===== src/rtl/mips_pkg.sv =====
// Shared definitions for the multicycle MIPS control path: state encodings,
// opcode/funct constants, alu_op codes and the control-strobe bundle.
package mips_pkg;

  typedef enum logic [3:0] {
    S_FETCH  = 4'd0,
    S_DECODE = 4'd1,
    S_MEMADR = 4'd2,
    S_MEMRD  = 4'd3,
    S_MEMWB  = 4'd4,
    S_MEMWR  = 4'd5,
    S_EXEC   = 4'd6,
    S_RWB    = 4'd7,
    S_BRANCH = 4'd8,
    S_IEXEC  = 4'd9,
    S_IWB    = 4'd10,
    S_JUMP   = 4'd11,
    S_JR     = 4'd12
  } state_t;

  localparam logic [5:0] OP_RTYPE = 6'd0;
  localparam logic [5:0] OP_J     = 6'd2;
  localparam logic [5:0] OP_BEQ   = 6'd4;
  localparam logic [5:0] OP_ADDI  = 6'd8;
  localparam logic [5:0] OP_SLTI  = 6'd10;
  localparam logic [5:0] OP_ANDI  = 6'd12;
  localparam logic [5:0] OP_ORI   = 6'd13;
  localparam logic [5:0] OP_LUI   = 6'd15;
  localparam logic [5:0] OP_LW    = 6'd35;
  localparam logic [5:0] OP_SW    = 6'd43;
  localparam logic [5:0] FN_JR    = 6'd8;

  typedef enum logic [3:0] {
    ALU_ADD   = 4'd0,
    ALU_SUB   = 4'd1,
    ALU_RTYPE = 4'd2,
    ALU_ADDI  = 4'd3,
    ALU_SLTI  = 4'd4,
    ALU_ANDI  = 4'd5,
    ALU_ORI   = 4'd6,
    ALU_LUI   = 4'd7
  } alu_op_t;

  typedef struct packed {
    logic       pc_write;
    logic       pc_write_cond;
    logic       i_or_d;
    logic       mem_read;
    logic       mem_write;
    logic       ir_write;
    logic       mem_to_reg;
    logic       reg_dst;
    logic       reg_write;
    logic       alu_src_a;
    logic [1:0] alu_src_b;
    logic       zero_ext;
    logic [1:0] pc_source;
    alu_op_t    alu_op;
    logic       illegal_op;
  } ctrl_t;

  function automatic logic is_legal_op(input logic [5:0] op);
    case (op)
      OP_RTYPE, OP_J, OP_BEQ, OP_ADDI, OP_SLTI, OP_ANDI,
      OP_ORI, OP_LUI, OP_LW, OP_SW: is_legal_op = 1'b1;
      default:                      is_legal_op = 1'b0;
    endcase
  endfunction

  function automatic alu_op_t iexec_alu_op(input logic [5:0] op);
    case (op)
      OP_SLTI: iexec_alu_op = ALU_SLTI;
      OP_ANDI: iexec_alu_op = ALU_ANDI;
      OP_ORI:  iexec_alu_op = ALU_ORI;
      OP_LUI:  iexec_alu_op = ALU_LUI;
      default: iexec_alu_op = ALU_ADDI;
    endcase
  endfunction

  // States whose exit into FETCH retires an instruction.
  function automatic logic is_final(input state_t s);
    case (s)
      S_MEMWB, S_MEMWR, S_RWB, S_IWB, S_BRANCH, S_JUMP, S_JR: is_final = 1'b1;
      default:                                               is_final = 1'b0;
    endcase
  endfunction

endpackage


===== src/rtl/mc_ctrl_decode.sv =====
// Combinational Moore decoder: current state (plus opcode where the state
// needs it) to datapath strobes. rdy qualifies the FETCH PC/IR loads.
module mc_ctrl_decode
  import mips_pkg::*;
(
  input  state_t      state,
  input  logic [5:0]  opcode,
  input  logic        rdy,
  output ctrl_t       ctrl
);

  always_comb begin
    ctrl = '0;
    case (state)
      S_FETCH: begin
        ctrl.mem_read  = 1'b1;
        ctrl.ir_write  = rdy;
        ctrl.pc_write  = rdy;
        ctrl.alu_src_b = 2'd1;
      end
      S_DECODE: begin
        ctrl.alu_src_b  = 2'd3;
        ctrl.illegal_op = !is_legal_op(opcode);
      end
      S_MEMADR: begin
        ctrl.alu_src_a = 1'b1;
        ctrl.alu_src_b = 2'd2;
      end
      S_MEMRD: begin
        ctrl.mem_read = 1'b1;
        ctrl.i_or_d   = 1'b1;
      end
      S_MEMWB: begin
        ctrl.reg_write  = 1'b1;
        ctrl.mem_to_reg = 1'b1;
      end
      S_MEMWR: begin
        ctrl.mem_write = 1'b1;
        ctrl.i_or_d    = 1'b1;
      end
      S_EXEC: begin
        ctrl.alu_src_a = 1'b1;
        ctrl.alu_op    = ALU_RTYPE;
      end
      S_RWB: begin
        ctrl.reg_write = 1'b1;
        ctrl.reg_dst   = 1'b1;
      end
      S_BRANCH: begin
        ctrl.alu_src_a     = 1'b1;
        ctrl.alu_op        = ALU_SUB;
        ctrl.pc_write_cond = 1'b1;
        ctrl.pc_source     = 2'd1;
      end
      S_IEXEC: begin
        ctrl.alu_src_a = 1'b1;
        ctrl.alu_src_b = 2'd2;
        ctrl.alu_op    = iexec_alu_op(opcode);
        ctrl.zero_ext  = (opcode == OP_ANDI) || (opcode == OP_ORI);
      end
      S_IWB:  ctrl.reg_write = 1'b1;
      S_JUMP: begin
        ctrl.pc_write  = 1'b1;
        ctrl.pc_source = 2'd2;
      end
      S_JR: begin
        ctrl.pc_write  = 1'b1;
        ctrl.pc_source = 2'd3;
      end
      default: ctrl = '0;
    endcase
  end

endmodule


===== src/rtl/multicycle_control.sv =====
// Multicycle MIPS main control FSM with retired-instruction counter.
// Define MC_CTRL_MEM_WAIT_EN to stall FETCH/MEMRD/MEMWR on mem_ready.
module multicycle_control
  import mips_pkg::*;
#(
  parameter int CNT_W = 32
) (
  input  logic             clk,
  input  logic             rst_n,
  input  logic [5:0]       opcode,
  input  logic [5:0]       funct,
  input  logic             mem_ready,
  output logic             pc_write,
  output logic             pc_write_cond,
  output logic             i_or_d,
  output logic             mem_read,
  output logic             mem_write,
  output logic             ir_write,
  output logic             mem_to_reg,
  output logic             reg_dst,
  output logic             reg_write,
  output logic             alu_src_a,
  output logic [1:0]       alu_src_b,
  output logic             zero_ext,
  output logic [1:0]       pc_source,
  output logic [3:0]       alu_op,
  output logic             illegal_op,
  output logic [3:0]       state,
  output logic [CNT_W-1:0] instr_count
);

  state_t     state_q, state_d;
  ctrl_t      ctrl, ctrl_g;
  logic       rdy;
  logic [CNT_W-1:0] cnt_q;

`ifdef MC_CTRL_MEM_WAIT_EN
  assign rdy = mem_ready;
`else
  logic unused_mem_ready;
  assign unused_mem_ready = mem_ready;
  assign rdy = 1'b1;
`endif

  always_ff @(posedge clk or negedge rst_n) begin
    if (!rst_n) begin
      state_q <= S_FETCH;
      cnt_q   <= '0;
    end else begin
      state_q <= state_d;
      if (is_final(state_q) && state_d == S_FETCH)
        cnt_q <= cnt_q + 1'b1;
    end
  end

  always_comb begin
    state_d = S_FETCH;
    case (state_q)
      S_FETCH:  state_d = rdy ? S_DECODE : S_FETCH;
      S_DECODE: begin
        case (opcode)
          OP_LW, OP_SW:  state_d = S_MEMADR;
          OP_RTYPE:      state_d = (funct == FN_JR) ? S_JR : S_EXEC;
          OP_BEQ:        state_d = S_BRANCH;
          OP_ADDI, OP_SLTI, OP_ANDI, OP_ORI, OP_LUI: state_d = S_IEXEC;
          OP_J:          state_d = S_JUMP;
          default:       state_d = S_FETCH;
        endcase
      end
      S_MEMADR: state_d = (opcode == OP_SW) ? S_MEMWR : S_MEMRD;
      S_MEMRD:  state_d = rdy ? S_MEMWB : S_MEMRD;
      S_MEMWR:  state_d = rdy ? S_FETCH : S_MEMWR;
      S_EXEC:   state_d = S_RWB;
      S_IEXEC:  state_d = S_IWB;
      default:  state_d = S_FETCH;
    endcase
  end

  mc_ctrl_decode u_dec (
    .state  (state_q),
    .opcode (opcode),
    .rdy    (rdy),
    .ctrl   (ctrl)
  );

  // FETCH decodes to live strobes, so hold everything quiet while in reset.
  assign ctrl_g = rst_n ? ctrl : '0;

  assign pc_write      = ctrl_g.pc_write;
  assign pc_write_cond = ctrl_g.pc_write_cond;
  assign i_or_d        = ctrl_g.i_or_d;
  assign mem_read      = ctrl_g.mem_read;
  assign mem_write     = ctrl_g.mem_write;
  assign ir_write      = ctrl_g.ir_write;
  assign mem_to_reg    = ctrl_g.mem_to_reg;
  assign reg_dst       = ctrl_g.reg_dst;
  assign reg_write     = ctrl_g.reg_write;
  assign alu_src_a     = ctrl_g.alu_src_a;
  assign alu_src_b     = ctrl_g.alu_src_b;
  assign zero_ext      = ctrl_g.zero_ext;
  assign pc_source     = ctrl_g.pc_source;
  assign alu_op        = ctrl_g.alu_op;
  assign illegal_op    = ctrl_g.illegal_op;
  assign state         = state_q;
  assign instr_count   = cnt_q;

endmodule


===== config.mk =====
export PLATFORM = sky130hd
export DESIGN_NAME = multicycle_control
export DESIGN_NICKNAME = d
export VERILOG_FILES = /design/src/rtl/mips_pkg.sv /design/src/rtl/mc_ctrl_decode.sv /design/src/rtl/multicycle_control.sv
export SDC_FILE = /design/constraint.sdc
export NUM_CORES = 1
export LEC_CHECK = 0
export CORE_ASPECT_RATIO = 2
export CORE_UTILIZATION = 30
export CTS_CLUSTER_SIZE = 20
export DETAILED_ROUTE_END_ITERATION = 10
export PLACE_DENSITY_LB_ADDON = 0.12
export SLEW_MARGIN = 10
export SYNTH_ARGS = -nofsm -noshare
export SYNTH_HDL_FRONTEND = slang
export SYNTH_SLANG_ARGS = --single-unit

===== constraint.sdc =====
create_clock -name clk -period 1.8 [get_ports clk]
set_input_delay 0.45 -clock clk [delete_from_list [all_inputs] [get_ports clk]]
set_output_delay 0.45 -clock clk [all_outputs]
set_load 0.005 [all_outputs]

==> flow_summary_export.csv, run 1 <==
group,metric,value,unit
clocking,clock_latency,0.29,ns
setup_path,critPathArrivalTime,1.70,ns
hold_path,hold_path_class,"in -> async",
setup_path,slowest_stage,"or4_1",
synthesis,syn_area,0.00250,mm2
synthesis,netlist_instances,251,
routing,drtIter0Drc,105,
routing,route.detailed.wl_per_inst,17.5,um
setup_path,path_cells,"clkdlybuf4s15_2, nor2_2, buf_4, nor4b_1, or4_1, nor2_1, buf_2",
status,status,"complete, but fails checks",
die,rows,46,
synthesis,synth.distinct_cells,57,
global_route,first_global_vias,2682,
power_and_ir_drop,finalPower,4910,uW
global_route,grt_overflow_total,0,
global_route,antenna_found_initial,0,
synthesis,ys.flop_type,"dfrtp_1",
clocking,cts_buffer_depth,2,
die,io_pins,71,
die,fp.coreArea,0.00800,mm2
clocking,tritoncts,"done",
clocking,cts.sinks,36,
routing,drt-total-wl,8820,um
synthesis,synth_warnings,0,
synthesis,yosys_register_bits,36,
power_and_ir_drop,p_per_area,1070,mW/mm2
sta,post-route-period-util,119,%
setup_path,critPathLaunchType,"input port",
sta,setup_ws,-0.350,ns
clocking,cts_hold_buffers,0,
routing,avgViaCountPerCell,5.12,
synthesis,syn_area_per_cell,9.96,um2
clocking,htree_levels,2,
setup_path,worst_ep_required_time,1.35,ns
sta,rsz0062_at_grt,"true",
flow_run,max_cap_violations,0,
sta,finalHoldViolations,0,
sta,setup_viol,18,
finish,final_layout_size_suffix_gt1_share,51.1,%
die,start_util,31.3,%
finish,n_antenna_cell,0,
placed_design,dp_hpwl,6240,um
sta,hold-worst-slack,0.166,ns
power_and_ir_drop,irDropWorstVdd,0.000529,V
placed_design,numPortBuffers,68,
clocking,cts_buffers,5,
global_route,track_usage,20.8,%
die,dieHeight,131,um
power_and_ir_drop,p_leak,0.00228,uW
synthesis,async_reset_ff_share,100,%
sta,max_freq,465,MHz
die,die_w,66.6,um
placed_design,pre_cts_slack,-0.964,ns
setup_path,criticalPathCategory,"in -> out",
finish,nets,422,
setup_path,max_stage_delay,0.52,ns
setup_path,worstPathMaxFanout,4,
die,dieArea,0.00873,mm2
sta,skew,0.00709,ns
routing,route.detailed.drc,0,
setup_path,crit_path_end_kind,"output port",
placed_design,gp_congestion,0.822,
placed_design,post_dp_cell_area,0.00376,mm2
synthesis,synthesis.nets,267,
routing,firstDrtPassIters,4,
status,violations,"setup timing",
clocking,path_clk_slew,0.06,ns
finish,area_delta_synth_final,83.9,%
synthesis,synth-edff-count,0,
routing,via_count,2573,
routing,ant_nets,0,
finish,design_area,0.00460,mm2
global_route,grt_pass1_wl,13600,um
sta,drv_slew,0,
clocking,clockRootBuffer,"clkbuf_16",
global_route,grt_max_degree,30,
synthesis,ys_seq_area_share,36.0,%
sta,period_needed,2.15,ns
## path summary, 6_finish.rpt
path | endpoint | slack (ns) | start | depth (start not counted)
worst max-delay path | illegal_op | -0.35 | opcode[5] | 7
worst min-delay path | instr_count[1]$_DFFE_PN0P_ | 0.17 | rst_n | 2
worst max register to register | instr_count[24]$_DFFE_PN0P_ | 0 | state[1]$_DFF_PN0_ | 8
worst min register to register | instr_count[23]$_DFFE_PN0P_ | 0.48 | instr_count[23]$_DFFE_PN0P_ | 1
max in group asynchronous | instr_count[24]$_DFFE_PN0P_ | 1.06 | rst_n | 3
min in group clk | instr_count[23]$_DFFE_PN0P_ | 0.48 | instr_count[23]$_DFFE_PN0P_ | 1
## kinds of logic after synthesis
group | share of synthesized area, %
and+or+nand+nor | 32.1
DFF | 36.0
AOI/OAI and AO/OA | 12.6
xor gates and xnor gates | 11.9
buffers and inverters | 5.45
muxes | 1.30
adders and majority gates | 0.500
other | 0.150
## sequential cells by signal (all words and copies together), names as in the netlist
| signal | count |
|---|---|
| instr_count | 32 |
| state | 4 |
## layout make-up
| class | instances | area [um2] |
|---|---|---|
| sequential | 36 | 906 |
| multi-input combinational | 191 | 1930 |
| clock buffer | 7 | 133 |
| fill | 722 | 3400 |
| timing repair buffer | 168 | 1490 |
| tap | 96 | 120 |
| clock inverter | 1 | 8.76 |
| inverter | 4 | 15.0 |
## synth_stat cells (2+ instances only)
library cell  number  share of area [%]
o21a_1             3               0.90
and3_1             6                1.5
nor3b_1            2               0.60
o22ai_1            2               0.50
xor2_1            21                7.4
o211ai_1           2               0.60
and4_1             7                2.5
buf_6              3                1.4
inv_1              4               0.60
xnor2_1           13                4.6
o2111ai_1          7                2.5
nor4b_1            4                1.4
nand2_1           23                3.5
nor2b_1            4                1.0
clkbuf_1           6               0.90
nand3_1            7                1.4
a211oi_1           2               0.60
o32ai_1            2               0.70
nor2_1            21                3.2
nor4_2            14                7.0
buf_4              4                1.2
and2_1             3               0.75
dfrtp_1           36                 36
nor3_1             8                1.6
a21oi_1            3               0.60
nand2b_1           6                1.5
or3_1              2               0.50
buf_2              7                1.4
## repair_timing
action,in CTS,in global routing
gates cloned,1,0
setup endpoints to repair,32,48
gates resized for setup,166,49
pin swaps,46,35
buffers inserted,18,11
## power by group
part	switching, uW	internal, uW	total (uW)
Combinational	1460	1570	3030
Sequential	111	898	1010
Clock	355	517	872
## layer usage
metal / global-route usage (%) / up-vias / routed length [um]
li1: - / 1219 / -
met1: 19.8 / 1281 / 3010
met2: 40.7 / 57 / 5320
met3: 2.26 / 16 / 240
met4: 9.93 / 0 / 246
met5: 0 / - / 0
## stage by stage
stage               instances  setup TNS [ns]  util (%)
finish                    503           -3.14      57.5
global route              503           -4.63      57.5
CTS                       495           -4.05      54.3
detailed placement        470           -9.64      47.0
global placement          470           -9.68      47.0
floorplan                 251               0         -
## critical path: cells and delay by family
| family | cells | cell delay, ns |
|---|---|---|
| simple gates | 4 | 0.80 |
| buf+inv | 3 | 0.44 |
## cell usage in the layout (no fill, tap or decap), types with 4 or more instances in the layout
master            n
nor4_4           15
dfrtp_2           4
nor2_2            7
clkdlybuf4s50_1  38
nand2b_4          6
buf_4            66
nand2_1          18
nor2_4            6
and4_1            5
clkbuf_16         5
nor2_1            8
dlygate4sd2_1     6
and3_1            6
xnor2_1          10
buf_2            20
buf_6            30
o2111ai_2         5
dfrtp_1          32
nand3_1           7
xor2_1           21
(Power assumes the default switching activity.)
==> run 2, diff against run 1 <==
--- a/config.mk
+++ b/config.mk
@@ -6,7 +6,7 @@
 export NUM_CORES = 1
 export LEC_CHECK = 0
 export CORE_ASPECT_RATIO = 2
-export CORE_UTILIZATION = 30
+export CORE_UTILIZATION = 44
 export CTS_CLUSTER_SIZE = 20
 export DETAILED_ROUTE_END_ITERATION = 10
 export PLACE_DENSITY_LB_ADDON = 0.12
==> run 2 against run 1 <==
Against the previous run:
- the run still ends with setup timing left
- global-route usage increased by 8.6 points
- fmax decreased by 3.0%
- worst setup slack lost 0.066 ns
- sequential share of layout area increased by 0.15 points
- final cell count down 7.0%
- sequential power is essentially flat
- via count up 5.2%
- largest cell class unchanged
==> flow_summary_export.csv, run 2 (same netlist as run 1, synthesis figures left out) <==
group,metric,value,unit
sta,period_needed,2.22,ns
sta,max_freq,451,MHz
setup_path,worstPathMaxFanout,4,
power_and_ir_drop,irDropWorstVdd,0.000951,V
setup_path,path_cells,"buf_6, nor2_4, nand2_2, or4_4, nor2_2, buf_2",
flow_run,max_cap_violations,0,
clocking,clock_latency,0.30,ns
global_route,grt_pass1_wl,13600,um
sta,setup_viol,41,
setup_path,critPathBufInv,2,
die,die_w,55.3,um
placed_design,post_dp_cell_area,0.00364,mm2
placed_design,dp_hpwl,5640,um
routing,route.detailed.drc,0,
global_route,grt_max_degree,33,
die,rows,38,
routing,drt-total-wl,9400,um
die,io_pins,71,
setup_path,worst_ep_required_time,1.35,ns
finish,layout_commonest_cell,"buf_4",
setup_path,r2r_end,"instr_count[29]$_DFFE_PN0P_",
clocking,tritoncts,"done",
placed_design,numPortBuffers,68,
finish,final_layout_size_suffix_gt1_share,51.7,%
finish,nets,423,
setup_path,criticalPathCategory,"reg -> out",
setup_path,max_stage_delay,0.49,ns
routing,avgViaCountPerCell,5.78,
sta,post-route-period-util,123,%
die,start_util,45.7,%
sta,fin_tns_setup,-4.53,ns
setup_path,r2r_setup_slack,-0.10,ns
hold_path,hold_path_class,"in -> async",
sta,setup_ws,-0.415,ns
setup_path,critPathArrivalTime,1.77,ns
finish,fillCellCount,319,
routing,ant_nets,0,
finish,largest_reg_flops,32,
sta,skew,0.0132,ns
sta,finalHoldViolations,0,
sta,maxSlewHeadroom,53.0,%
routing,firstDrtPassIters,4,
clocking,htree_levels,2,
finish,n_antenna_cell,0,
setup_path,slowest_stage,"or4_4",
sta,rsz0062_at_grt,"true",
setup_path,r2r_cells,9,
finish,final_cell_mix,"buf_4 (68), clkdlybuf4s50_1 (37), dfrtp_1 (33)",
global_route,track_usage,29.4,%
global_route,antenna_found_initial,0,
placed_design,pre_cts_slack,-0.970,ns
placed_design,gp_congestion,0.905,
status,violations,"setup timing",
clocking,cts_buffers,5,
finish,design_area,0.00456,mm2
status,status,"complete, but fails checks",
sta,worst_pin_slew,0.703,ns
die,fp.coreArea,0.00547,mm2
global_route,first_global_vias,2763,
power_and_ir_drop,p_leak,0.00227,uW
routing,drtIter0Drc,57,
clocking,path_clk_slew,0.08,ns
routing,route.detailed.wl_per_inst,20.1,um
finish,final_util,83.4,%
setup_path,rr_startpoint,"state[1]$_DFF_PN0_",
clocking,cts_buffer_depth,2,
die,dieArea,0.00601,mm2
clocking,cts.sinks,36,
setup_path,crit_family,"simple AND/OR/NAND/NOR gates",
clocking,clockRootBuffer,"clkbuf_8",
power_and_ir_drop,p_per_area,1080,mW/mm2
die,dieHeight,109,um
finish,area_delta_synth_final,82.3,%
setup_path,crit_path_end_kind,"output port",
setup_path,critPathLaunchType,"register",
routing,via_count,2706,
sta,drv_slew,0,
global_route,grt_overflow_total,0,
==> run 2: stage by stage <==
stage	hold WS (ns)	power, uW	cells
finish	0.200	4950	468
floorplan	0.154	2000	251
global route	0.206	5160	468
detailed placement	0.472	3030	422
CTS	0.171	4390	459
global placement	0.463	3010	422
==> run 2: timing repair <==
item,CTS,global route
hold buffers,0,0
pin swaps,57,43
setup buffers,29,14
resized for setup,178,42
cloned,2,2
endpoints found under the hold margin,0,0
endpoints found under the setup margin,32,50
==> run 2: how the worst max path moves through the flow <==
stage / startpoint / to / slack, ns / depth (start not counted)
6_report: state[3]$_DFF_PN0_ / illegal_op / -0.42 / 6
5_1_grt: state[3]$_DFF_PN0_ / illegal_op / -0.45 / 6
4_1_cts: state[2]$_DFF_PN0_ / zero_ext / -0.39 / 6
3_5_place_dp: opcode[4] / illegal_op / -0.97 / 6
3_3_place_gp: opcode[4] / illegal_op / -0.91 / 6
2_1_floorplan: rst_n / zero_ext / 0.005 / 4
==> run 2: power breakdown <==
part | internal, uW | switching, uW
clock network | 277 | 308
logic | 1750 | 1610
registers | 896 | 106
==> run 2: final cells by class <==
cell class	instances	area, um2	share of cell area [%]
well taps	60	75.1	1.65
multi-input cells	191	1940	42.6
inverters	4	15.0	0.329
clock buffers	7	76.3	1.67
repair buffers	169	1540	33.7
clock inverters	1	8.76	0.192
flip-flops and latches	36	905	19.8
==> run 2: per-layer routing <==
layer	up-vias	share of wire (%)	global-route usage, %
li1	1224	-	-
met1	1329	31	27.3
met2	102	58	56.5
met3	51	3.4	4.27
met4	0	7.3	21.6
met5	-	0	0
